`config.mk`:
```
export PLATFORM = sky130hd
export DESIGN_NAME = cmp_share_arb_flat
export DESIGN_NICKNAME = d
export VERILOG_FILES = /design/src/rtl/cmp_share_arb_if.sv /design/src/rtl/cmp_share_arb.sv /design/src/flat_wrapper.sv
export SDC_FILE = /design/constraint.sdc
export NUM_CORES = 1
export LEC_CHECK = 0
export CORE_MARGIN = 2
export CORE_UTILIZATION = 50
export CTS_BUF_LIST = sky130_fd_sc_hd__clkbuf_2 sky130_fd_sc_hd__clkbuf_4 sky130_fd_sc_hd__clkbuf_8
export DETAILED_ROUTE_END_ITERATION = 7
export GPL_TIMING_DRIVEN = 0
export PLACE_DENSITY = 0.86
export SYNTH_ARGS = -nofsm -noshare
export SYNTH_HDL_FRONTEND = slang
export SYNTH_SLANG_ARGS = --single-unit
```
`constraint.sdc`:
```
create_clock -name clk -period 4.57 [get_ports clk]
set_input_delay 0.914 -clock clk [delete_from_list [all_inputs] [get_ports clk]]
set_output_delay 0.914 -clock clk [all_outputs]
set_load 0.1 [all_outputs]
```
`src/rtl/cmp_share_arb_if.sv`:
```
// Bundle of request/operand/grant and result handshake signals between the
// client side (master) and the shared compare arbiter (slave).
interface cmp_share_arb_if #(
  parameter int N_REQ = 4,
  parameter int W     = 4,
  parameter int ID_W  = 2
);
  logic [N_REQ-1:0]   req;
  logic [N_REQ*W-1:0] a_in;
  logic [N_REQ*W-1:0] b_in;
  logic [N_REQ-1:0]   gnt;
  logic               busy;
  logic               rsp_valid;
  logic               rsp_ready;
  logic [ID_W-1:0]    rsp_id;
  logic               alb;
  logic               aeb;
  logic               agb;

  modport master (
    output req, a_in, b_in, rsp_ready,
    input  gnt, busy, rsp_valid, rsp_id, alb, aeb, agb
  );

  modport slave (
    input  req, a_in, b_in, rsp_ready,
    output gnt, busy, rsp_valid, rsp_id, alb, aeb, agb
  );
endinterface

```
`src/rtl/cmp_share_arb.sv`:
```
// Round-robin arbiter sharing one unsigned magnitude comparator between
// N_REQ requesters; the result returns on a valid/ready handshake tagged by id.
module cmp_share_arb #(
  parameter int N_REQ = 4,
  parameter int W     = 4,
  parameter int ID_W  = 2
) (
  input  logic             clk,
  input  logic             rst_n,
  cmp_share_arb_if.slave   bus
);

  typedef enum logic [1:0] {
    IDLE = 2'd0,
    CMP  = 2'd1,
    RESP = 2'd2
  } state_t;

  state_t             state_r;
  logic [ID_W-1:0]    rr_ptr_r;
  logic [W-1:0]       op_a_r;
  logic [W-1:0]       op_b_r;
  logic [ID_W-1:0]    id_r;
  logic [N_REQ-1:0]   gnt_r;
  logic               busy_r;
  logic               rsp_valid_r;
  logic [ID_W-1:0]    rsp_id_r;
  logic               alb_r;
  logic               aeb_r;
  logic               agb_r;

  logic [2*N_REQ-1:0] req_dbl_s;
  logic [N_REQ-1:0]   req_rot_s;
  logic               win_found_s;
  logic [ID_W-1:0]    win_idx_s;
  logic [N_REQ-1:0]   win_oh_s;
  logic [W-1:0]       win_a_s;
  logic [W-1:0]       win_b_s;
  logic [ID_W-1:0]    nxt_ptr_s;

  // Returns {a<b, a==b, a>b}; exactly one bit is set.
  function automatic logic [2:0] mag_cmp(input logic [W-1:0] a, input logic [W-1:0] b);
    logic [2:0] r;
    if (a < b) begin
      r = 3'b100;
    end else if (a == b) begin
      r = 3'b010;
    end else begin
      r = 3'b001;
    end
    return r;
  endfunction

  // Winner search: rotate req so rr_ptr lands at bit 0, take the lowest set bit.
  always_comb begin : pick
    int off_v;
    int sum_v;
    req_dbl_s   = {bus.req, bus.req} >> rr_ptr_r;
    req_rot_s   = req_dbl_s[N_REQ-1:0];
    win_found_s = |req_rot_s;
    off_v       = 0;
    for (int i = N_REQ - 1; i >= 0; i--) begin
      off_v = req_rot_s[i] ? i : off_v;
    end
    sum_v = int'(rr_ptr_r) + off_v;
    if (sum_v >= N_REQ) begin
      sum_v = sum_v - N_REQ;
    end else begin
      sum_v = sum_v + 0;
    end
    win_idx_s = ID_W'(sum_v);
    win_oh_s  = '0;
    win_a_s   = '0;
    win_b_s   = '0;
    for (int j = 0; j < N_REQ; j++) begin
      if (win_idx_s == ID_W'(j)) begin
        win_oh_s[j] = win_found_s;
        win_a_s     = bus.a_in[j*W +: W];
        win_b_s     = bus.b_in[j*W +: W];
      end else begin
        win_oh_s[j] = 1'b0;
      end
    end
    if (win_idx_s == ID_W'(N_REQ - 1)) begin
      nxt_ptr_s = '0;
    end else begin
      nxt_ptr_s = win_idx_s + ID_W'(1);
    end
  end

  // Control FSM with all outputs held in registers.
  always_ff @(posedge clk or negedge rst_n) begin
    if (!rst_n) begin
      state_r     <= IDLE;
      rr_ptr_r    <= '0;
      op_a_r      <= '0;
      op_b_r      <= '0;
      id_r        <= '0;
      gnt_r       <= '0;
      busy_r      <= 1'b0;
      rsp_valid_r <= 1'b0;
      rsp_id_r    <= '0;
      alb_r       <= 1'b0;
      aeb_r       <= 1'b0;
      agb_r       <= 1'b0;
    end else begin
      case (state_r)
        IDLE: begin
          if (win_found_s) begin
            op_a_r   <= win_a_s;
            op_b_r   <= win_b_s;
            id_r     <= win_idx_s;
            gnt_r    <= win_oh_s;
            rr_ptr_r <= nxt_ptr_s;
            busy_r   <= 1'b1;
            state_r  <= CMP;
          end else begin
            gnt_r <= '0;
          end
        end
        CMP: begin
          gnt_r                 <= '0;
          {alb_r, aeb_r, agb_r} <= mag_cmp(op_a_r, op_b_r);
          rsp_id_r              <= id_r;
          rsp_valid_r           <= 1'b1;
          state_r               <= RESP;
        end
        RESP: begin
          // Result stays presented until the consumer takes it.
          if (bus.rsp_ready) begin
            rsp_valid_r <= 1'b0;
            busy_r      <= 1'b0;
            state_r     <= IDLE;
          end else begin
            rsp_valid_r <= 1'b1;
          end
        end
        default: begin
          gnt_r       <= '0;
          rsp_valid_r <= 1'b0;
          busy_r      <= 1'b0;
          state_r     <= IDLE;
        end
      endcase
    end
  end

  assign bus.gnt       = gnt_r;
  assign bus.busy      = busy_r;
  assign bus.rsp_valid = rsp_valid_r;
  assign bus.rsp_id    = rsp_id_r;
  assign bus.alb       = alb_r;
  assign bus.aeb       = aeb_r;
  assign bus.agb       = agb_r;

  cmp_share_arb_chk #(.N_REQ(N_REQ)) u_chk (
    .clk       (clk),
    .rst_n     (rst_n),
    .gnt       (gnt_r),
    .busy      (busy_r),
    .rsp_valid (rsp_valid_r),
    .alb       (alb_r),
    .aeb       (aeb_r),
    .agb       (agb_r)
  );

endmodule

// Invariant checker for the grant pulse and the one-hot result flags.
module cmp_share_arb_chk #(
  parameter int N_REQ = 4
) (
  input logic             clk,
  input logic             rst_n,
  input logic [N_REQ-1:0] gnt,
  input logic             busy,
  input logic             rsp_valid,
  input logic             alb,
  input logic             aeb,
  input logic             agb
);

  a_gnt_onehot: assert property (@(posedge clk) disable iff (!rst_n) $onehot0(gnt));

  // A grant only appears in the cycle right after an IDLE capture.
  a_gnt_ctx: assert property (@(posedge clk) disable iff (!rst_n)
    (gnt != '0) |-> (busy && !rsp_valid));

  a_gnt_pulse: assert property (@(posedge clk) disable iff (!rst_n)
    (gnt != '0) |=> (gnt == '0));

  a_flags: assert property (@(posedge clk) disable iff (!rst_n)
    rsp_valid |-> $onehot({alb, aeb, agb}));

endmodule

```
`src/flat_wrapper.sv`:
```
// flat-port wrapper written by rule: the top's interface ports become plain ports
module cmp_share_arb_flat 
#(
  parameter int N_REQ = 4,
  parameter int W     = 4,
  parameter int ID_W  = 2
)
  (clk, rst_n, bus_req, bus_a_in, bus_b_in, bus_rsp_ready, bus_gnt, bus_busy, bus_rsp_valid, bus_rsp_id, bus_alb, bus_aeb, bus_agb);
  cmp_share_arb_if #(.N_REQ(N_REQ), .W(W), .ID_W(ID_W)) bus_i ();
  input  logic clk;
  input  logic rst_n;
  input wire logic [$bits(bus_i.req)-1:0] bus_req;
  input wire logic [$bits(bus_i.a_in)-1:0] bus_a_in;
  input wire logic [$bits(bus_i.b_in)-1:0] bus_b_in;
  input wire logic [$bits(bus_i.rsp_ready)-1:0] bus_rsp_ready;
  output wire logic [$bits(bus_i.gnt)-1:0] bus_gnt;
  output wire logic [$bits(bus_i.busy)-1:0] bus_busy;
  output wire logic [$bits(bus_i.rsp_valid)-1:0] bus_rsp_valid;
  output wire logic [$bits(bus_i.rsp_id)-1:0] bus_rsp_id;
  output wire logic [$bits(bus_i.alb)-1:0] bus_alb;
  output wire logic [$bits(bus_i.aeb)-1:0] bus_aeb;
  output wire logic [$bits(bus_i.agb)-1:0] bus_agb;
  assign bus_i.req = bus_req;
  assign bus_i.a_in = bus_a_in;
  assign bus_i.b_in = bus_b_in;
  assign bus_i.rsp_ready = bus_rsp_ready;
  assign bus_gnt = bus_i.gnt;
  assign bus_busy = bus_i.busy;
  assign bus_rsp_valid = bus_i.rsp_valid;
  assign bus_rsp_id = bus_i.rsp_id;
  assign bus_alb = bus_i.alb;
  assign bus_aeb = bus_i.aeb;
  assign bus_agb = bus_i.agb;
  cmp_share_arb #(.N_REQ(N_REQ), .W(W), .ID_W(ID_W)) u_core (.clk(clk), .rst_n(rst_n), .bus(bus_i));
endmodule
```
; Word level (Yosys, flattened, before mapping)
; Index checks and enable logic that the tools add are counted.
[classes]
addsub = 3
n_bitwise = 1
magnitude_cmp = 2
n_reduce_logical = 6
n_mux = 30
shift = 1
eq_ne = 8
[ops]
columns = op, n
row1 = 32-bit two-way mux, 3
row2 = 4-bit two-way mux, 9
row3 = 3-bit by 32-bit adder with 32-bit output, 1
row4 = 32-bit by 4-bit >= comparator with 1-bit output (second input constant), 1
row5 = 2-bit two-way mux, 6
row6 = 4-bit one-hot mux with 2 select lines, 1
row7 = 8-bit by 2-bit right shift with 4-bit output, 1
row8 = 1-bit two-way mux, 7
row9 = 2-bit == test (second input constant), 3
row10 = 1-bit one-hot mux with 3 select lines, 2
row11 = 2-bit one-hot mux with 3 select lines, 1
row12 = 2-bit by 1-bit == test with 1-bit output (second input constant), 2
row13 = 4-bit == test, 1
row14 = 2-bit zero test, 2
row15 = 4-bit less-than comparator, 1
row16 = 2-bit AND reduction, 2
row17 = 4-bit OR reduction, 1
row18 = 3-bit two-way mux, 1
row19 = 3-bit AND reduction, 1
row20 = 2-bit by 1-bit adder with 2-bit output (second input constant), 1
row21 = 2-bit by 1-bit inequality test with 1-bit output (second input constant), 1
row22 = 2-bit inequality test (second input constant), 1
row23 = 2-bit by 1-bit subtractor with 2-bit output (second input constant), 1
row24 = 1-bit inverter, 1
[totals]
in_bits = 39
register_bits = 25
word_cells = 63
output_inout_bits = 11

; Longest topological paths before layout
[depth]
word_depth = 13
depth_mapped = 16
ltp_nobuf = 14

; Worst setup path before layout
; Ideal clock, no wire load.
[synth_timing]
path_kind = input to register
start = in bus_req[0]
end = reg u_core.op_a_r[0]
arrival_ns = 3.326
slack_ns = 1.117
cell_stages = 14
n_path_buf = 3
t_required_ns = 4.443
setup_ns = 0.127
path_cell_list = buf_4 > or3_1 > o221ai_1 > ha_1 > xor2_1 > xnor2_1 > ha_1 > clkbuf_1 > nor2b_1 > clkbuf_1 > a221oi_1 > nor3_1 > a211oi_1 > a21oi_1
[synth_via]
elab_chain_len = 13
elab_cells_between_ends = 19
cone_classes = add/sub (2) / order compare (1) / eq/ne (3) / shift (1) / mux (9) / reduce/logical (3)
[synth_lines]
columns = item, line
row1 = "start, declared", flat_wrapper.sv:12  ; input wire logic [$bits(bus_i.req)-1:0] bus_req;
row2 = 8-bit by 2-bit right shift with 4-bit output (*), cmp_share_arb.sv:58  ; req_dbl_s = {bus.req, bus.req} >> rr_ptr_r;
row3 = 2-bit two-way mux, cmp_share_arb.sv:63  ; off_v = req_rot_s[i] ? i : off_v;
row4 = 32-bit two-way mux (3 in series), cmp_share_arb.sv:63
row5 = 3-bit by 32-bit adder with 32-bit output, cmp_share_arb.sv:65  ; sum_v = int'(rr_ptr_r) + off_v;
row6 = 32-bit by 4-bit >= comparator with 1-bit output or 2-bit by 1-bit subtractor with 2-bit output (tied branches), "cmp_share_arb.sv:66, cmp_share_arb.sv:67"
row7 = 2-bit two-way mux, cmp_share_arb.sv:66  ; if (sum_v >= N_REQ) begin
row8 = 2-bit zero test, cmp_share_arb.sv:76  ; if (win_idx_s == ID_W'(j)) begin
row9 = 4-bit two-way mux (4 in series), cmp_share_arb.sv:76
row10 = "end signal, assigned", cmp_share_arb.sv:110  ; op_a_r <= win_a_s;
row11 = "end, declared", cmp_share_arb.sv:21  ; logic [W-1:0] op_a_r;
; Every way passes the cells marked *; elsewhere a longest branch is shown, timed or not.
; A chain may end at the register's enable or synchronous reset.

; Worst setup path in the final report
[layout_timing]
start = in bus_req[2]
end = reg u_core.op_b_r[0]
[layout_via]
elab_chain_len = 13
elab_cells_between_ends = 19
cone_classes = add/sub (2) / order compare (1) / eq/ne (3) / shift (1) / mux (9) / reduce/logical (3)
[layout_lines]
columns = item, line
row1 = 8-bit by 2-bit right shift with 4-bit output (*), cmp_share_arb.sv:58
row2 = 2-bit two-way mux, cmp_share_arb.sv:63
row3 = 32-bit two-way mux (3 in series), cmp_share_arb.sv:63
row4 = 3-bit by 32-bit adder with 32-bit output, cmp_share_arb.sv:65
row5 = 32-bit by 4-bit >= comparator with 1-bit output or 2-bit by 1-bit subtractor with 2-bit output (tied branches), "cmp_share_arb.sv:66, cmp_share_arb.sv:67"
row6 = 2-bit two-way mux, cmp_share_arb.sv:66
row7 = 2-bit zero test, cmp_share_arb.sv:76
row8 = 4-bit two-way mux (4 in series), cmp_share_arb.sv:76
row9 = "end signal, assigned", cmp_share_arb.sv:111  ; op_b_r <= win_b_s;
row10 = "end, declared", cmp_share_arb.sv:22  ; logic [W-1:0] op_b_r;
; Marked as above.

==> results.ini <==
[logic_synthesis]
ys_seq_area_share_pct=40.5
synth.ff_latch_count=25
synth_cells=172
yosysTopAreaCell=dfrtp_1
syn-cell-area_sq_um=1550
synth_top_area_share_pct=40.5
synthArstFlopShare_pct=100
syn-num-nets=223
synth_area_leaders=dfrtp_1 (40%), ha_1 (9.7%), nand2_1 (6.3%), o21ai_0 (5.5%), nor2b_1 (5.3%)
synth_edf_count=0
synth.yosys.warnings=0
yosysUniqueCellTypes=33
synth-main-ff-cell=dfrtp_1
avgSynthCellArea_sq_um=8.98

[placement]
place_ws_ns=0.226
hpwl_microns=2660
io_buffers=48
finalWeightedCongestion=0.754

[routing]
wl_met2_microns=1640
wl_met1_microns=1650
wl_met3_microns=80
drtIter0Drc=33
via_per_inst=5.38
top_layer=met3
vias=1382
post-route-drc-count=0
wl_per_cell_microns=13.1
drt_first_pass_iters=4
ant_nets=0
wl_microns=3370

[timing]
worst_pin_slew_ns=1.06
fin_ws_ns=0.580
relSlewSlack_pct=29.0
setup_violations=0
timing.fmax_mhz=251
period_share_pct=87.3
rsz0062_at_grt=false
period_needed_ns=3.99
hold_viol_final=0
totalNegativeSetupSlack_ns=0
drv_slew=0
fin_skew_ns=0.00942

[cts]
insertion_delay_ns=0.32
post_cts_buffers=0
cts_tree=done
clkTransAtPathRegs_ns=0.15
clockRootBuffer=clkbuf_4
cts_buffers=3
ctsResizeCount=0
cts_max_level=1
cts_sinks=25
clock_path_buffers=2
cts_hold_buf=0

[floorplanning]
io-pin-count=50
fp.dieArea_sq_um=3550
die_x_microns=59.6
coreArea_sq_um=3000
start_util_pct=51.5
fp-row-count=20
dieHeight_microns=59.6

[grt]
grt_pass1_wl_microns=5860
grt_max_degree=26
grt-ovfl-total=0
grt_util_all_layers_pct=21.3
antenna_found_initial=0
grt_pass1_vias=1233

[critical_path]
regToRegStartpoint=u_core.rr_ptr_r[0]
worstReg2RegEnd=u_core.op_b_r[0]
critPathLaunchType=primary input
end_kind=flip-flop
cp_max_fo=10
reg2regPathDepth=16
arrival_ns=4.21
rrSetupSlack_ns=1.14
criticalPathCategory=primary input to flip-flop
required_ns=4.79

[hold_path]
hold_start=u_core.id_r[1]
hold_end=u_core.id_r[1]
min_path_cells=2
hold_path_class=flip-flop to flip-flop

[run]
maxCapViolCount=0

[power_and_ir_drop]
combPwrFrac_pct=72.3
p_switching_w=0.000919
switching_share_pct=53.2
power.share.clock_pct=5.9
p_total_w=0.00173
worst_ir_drop_vdd_v=0.000545
p_leak_nw=0.893
seq_power_share_pct=21.9
power.internal_w=0.000808
powerDensity_nw_per_um2=824

[finish]
drive_gt1_share_pct=5.80
final_util_pct=69.8
fill_cells=228
diodes=0
multiInputGateArea_sq_um=838
nets=276
syn_to_final_growth_pct=35.7
seq_area_sq_um=626

[status]
status=complete, no violations

-- power by group through the flow --
stage / logic, W / registers (W) / clock network, W
after global placement: 0.00122 / 0.000378 / 0
after global routing: 0.00139 / 0.000390 / 0.000113
after CTS: 0.00125 / 0.000378 / 0.000103
after detailed placement: 0.00125 / 0.000384 / 0
after floorplan: 0.000731 / 0.000596 / 0
final: 0.00125 / 0.000378 / 0.000101
-- cells by family (layout without fill, tap and decap cells) --
kind of cell,Yosys count,in the layout,share of synthesized area (%)
AO/OA/AOI/OAI,48,48,20.2
XOR/XNOR,2,2,1.13
buffers and inverters,20,72,5.26
AND/OR/NAND/NOR,60,60,19.7
flip-flops,25,25,40.5
adder cells (fa/ha/maj),12,12,9.72
multiplexers,5,5,3.48
-- critical path, cell delays in order --
cell and delay (ns):
clkdlybuf4s50_1 0.54, nand2_1 0.12, o22ai_1 0.07, o21ai_0 0.17
o221ai_1 0.14, ha_1 0.22, xor2_1 0.15, xnor2_1 0.35
ha_1 0.21, clkbuf_1 0.37, nor2b_1 0.09, clkbuf_1 0.22
a221oi_1 0.28, nor3_1 0.07, a21oi_1 0.19, o21ai_0 0.09
-- worst max path at each step --
stage                    start          endpoint  slack [ns]  depth (start not counted)
floorplan           bus_req[0]  u_core.op_a_r[0]        1.12                         14
global placement    bus_req[2]  u_core.op_b_r[1]        0.28                         16
detailed placement  bus_req[2]  u_core.op_b_r[3]        0.23                         16
CTS                 bus_req[2]  u_core.op_b_r[3]        0.57                         16
global route        bus_req[2]  u_core.op_b_r[2]        0.14                         16
finish              bus_req[2]  u_core.op_b_r[0]        0.58                         16
-- per-layer routing --
metal	global-route usage, %	up-vias
met5	0	-
met4	2.86	0
met3	1.97	0
met2	33.8	31
met1	32.3	636
li1	-	715
-- state kept, by name, indices dropped and copies added (netlist names) --
signal / count
u_core.state_r: 2
u_core.op_b_r: 4
u_core.bus.busy: 1
u_core.rr_ptr_r: 2
u_core.bus.alb: 1
u_core.bus.agb: 1
u_core.bus.rsp_valid: 1
u_core.id_r: 2
u_core.bus.rsp_id: 2
u_core.op_a_r: 4
u_core.bus.aeb: 1
u_core.bus.gnt: 4
-- Yosys cell counts, drive strengths merged, types with 2 or more instances --
cell type	count
or3	2
o21ai	18
dfrtp	25
o221ai	2
nand2b	3
mux2i	2
nor2	2
nor2b	13
a211oi	4
clkbuf	7
nand2	26
a21oi	10
ha	12
mux2	3
a221oi	8
inv	10
buf	3
nor3	9
-- per-stage QoR --
step	std cells	cell area (sq um)	hold slack, ns
after floorplan	172	1550	0.444
after global placement	253	2070	0.466
after detailed placement	253	2070	0.479
after CTS	257	2100	0.511
after global routing	257	2100	0.537
final	257	2100	0.503
-- final cells by class --
| class | count | area share, % |
|---|---|---|
| timing repair buffer | 48 | 22.9 |
| sequential | 25 | 29.8 |
| tap | 33 | 1.97 |
| clock buffer | 3 | 1.07 |
| clock inverter | 1 | 0.358 |
| buffer | 10 | 2.09 |
| multi-input combinational | 127 | 40.0 |
| inverter | 10 | 1.79 |
-- layout by cell type (no fill, tap or decap), types with 4 or more instances in the layout --
cell type / instances
a211oi_1: 4
a21oi_1: 10
a221oi_1: 8
clkbuf_1: 7
clkdlybuf4s50_1: 48
dfrtp_1: 25
ha_1: 12
inv_1: 10
nand2_1: 26
nor2b_1: 13
nor3_1: 9
o21ai_0: 17
No activity file was read; power rests on OpenSTA's default activity.
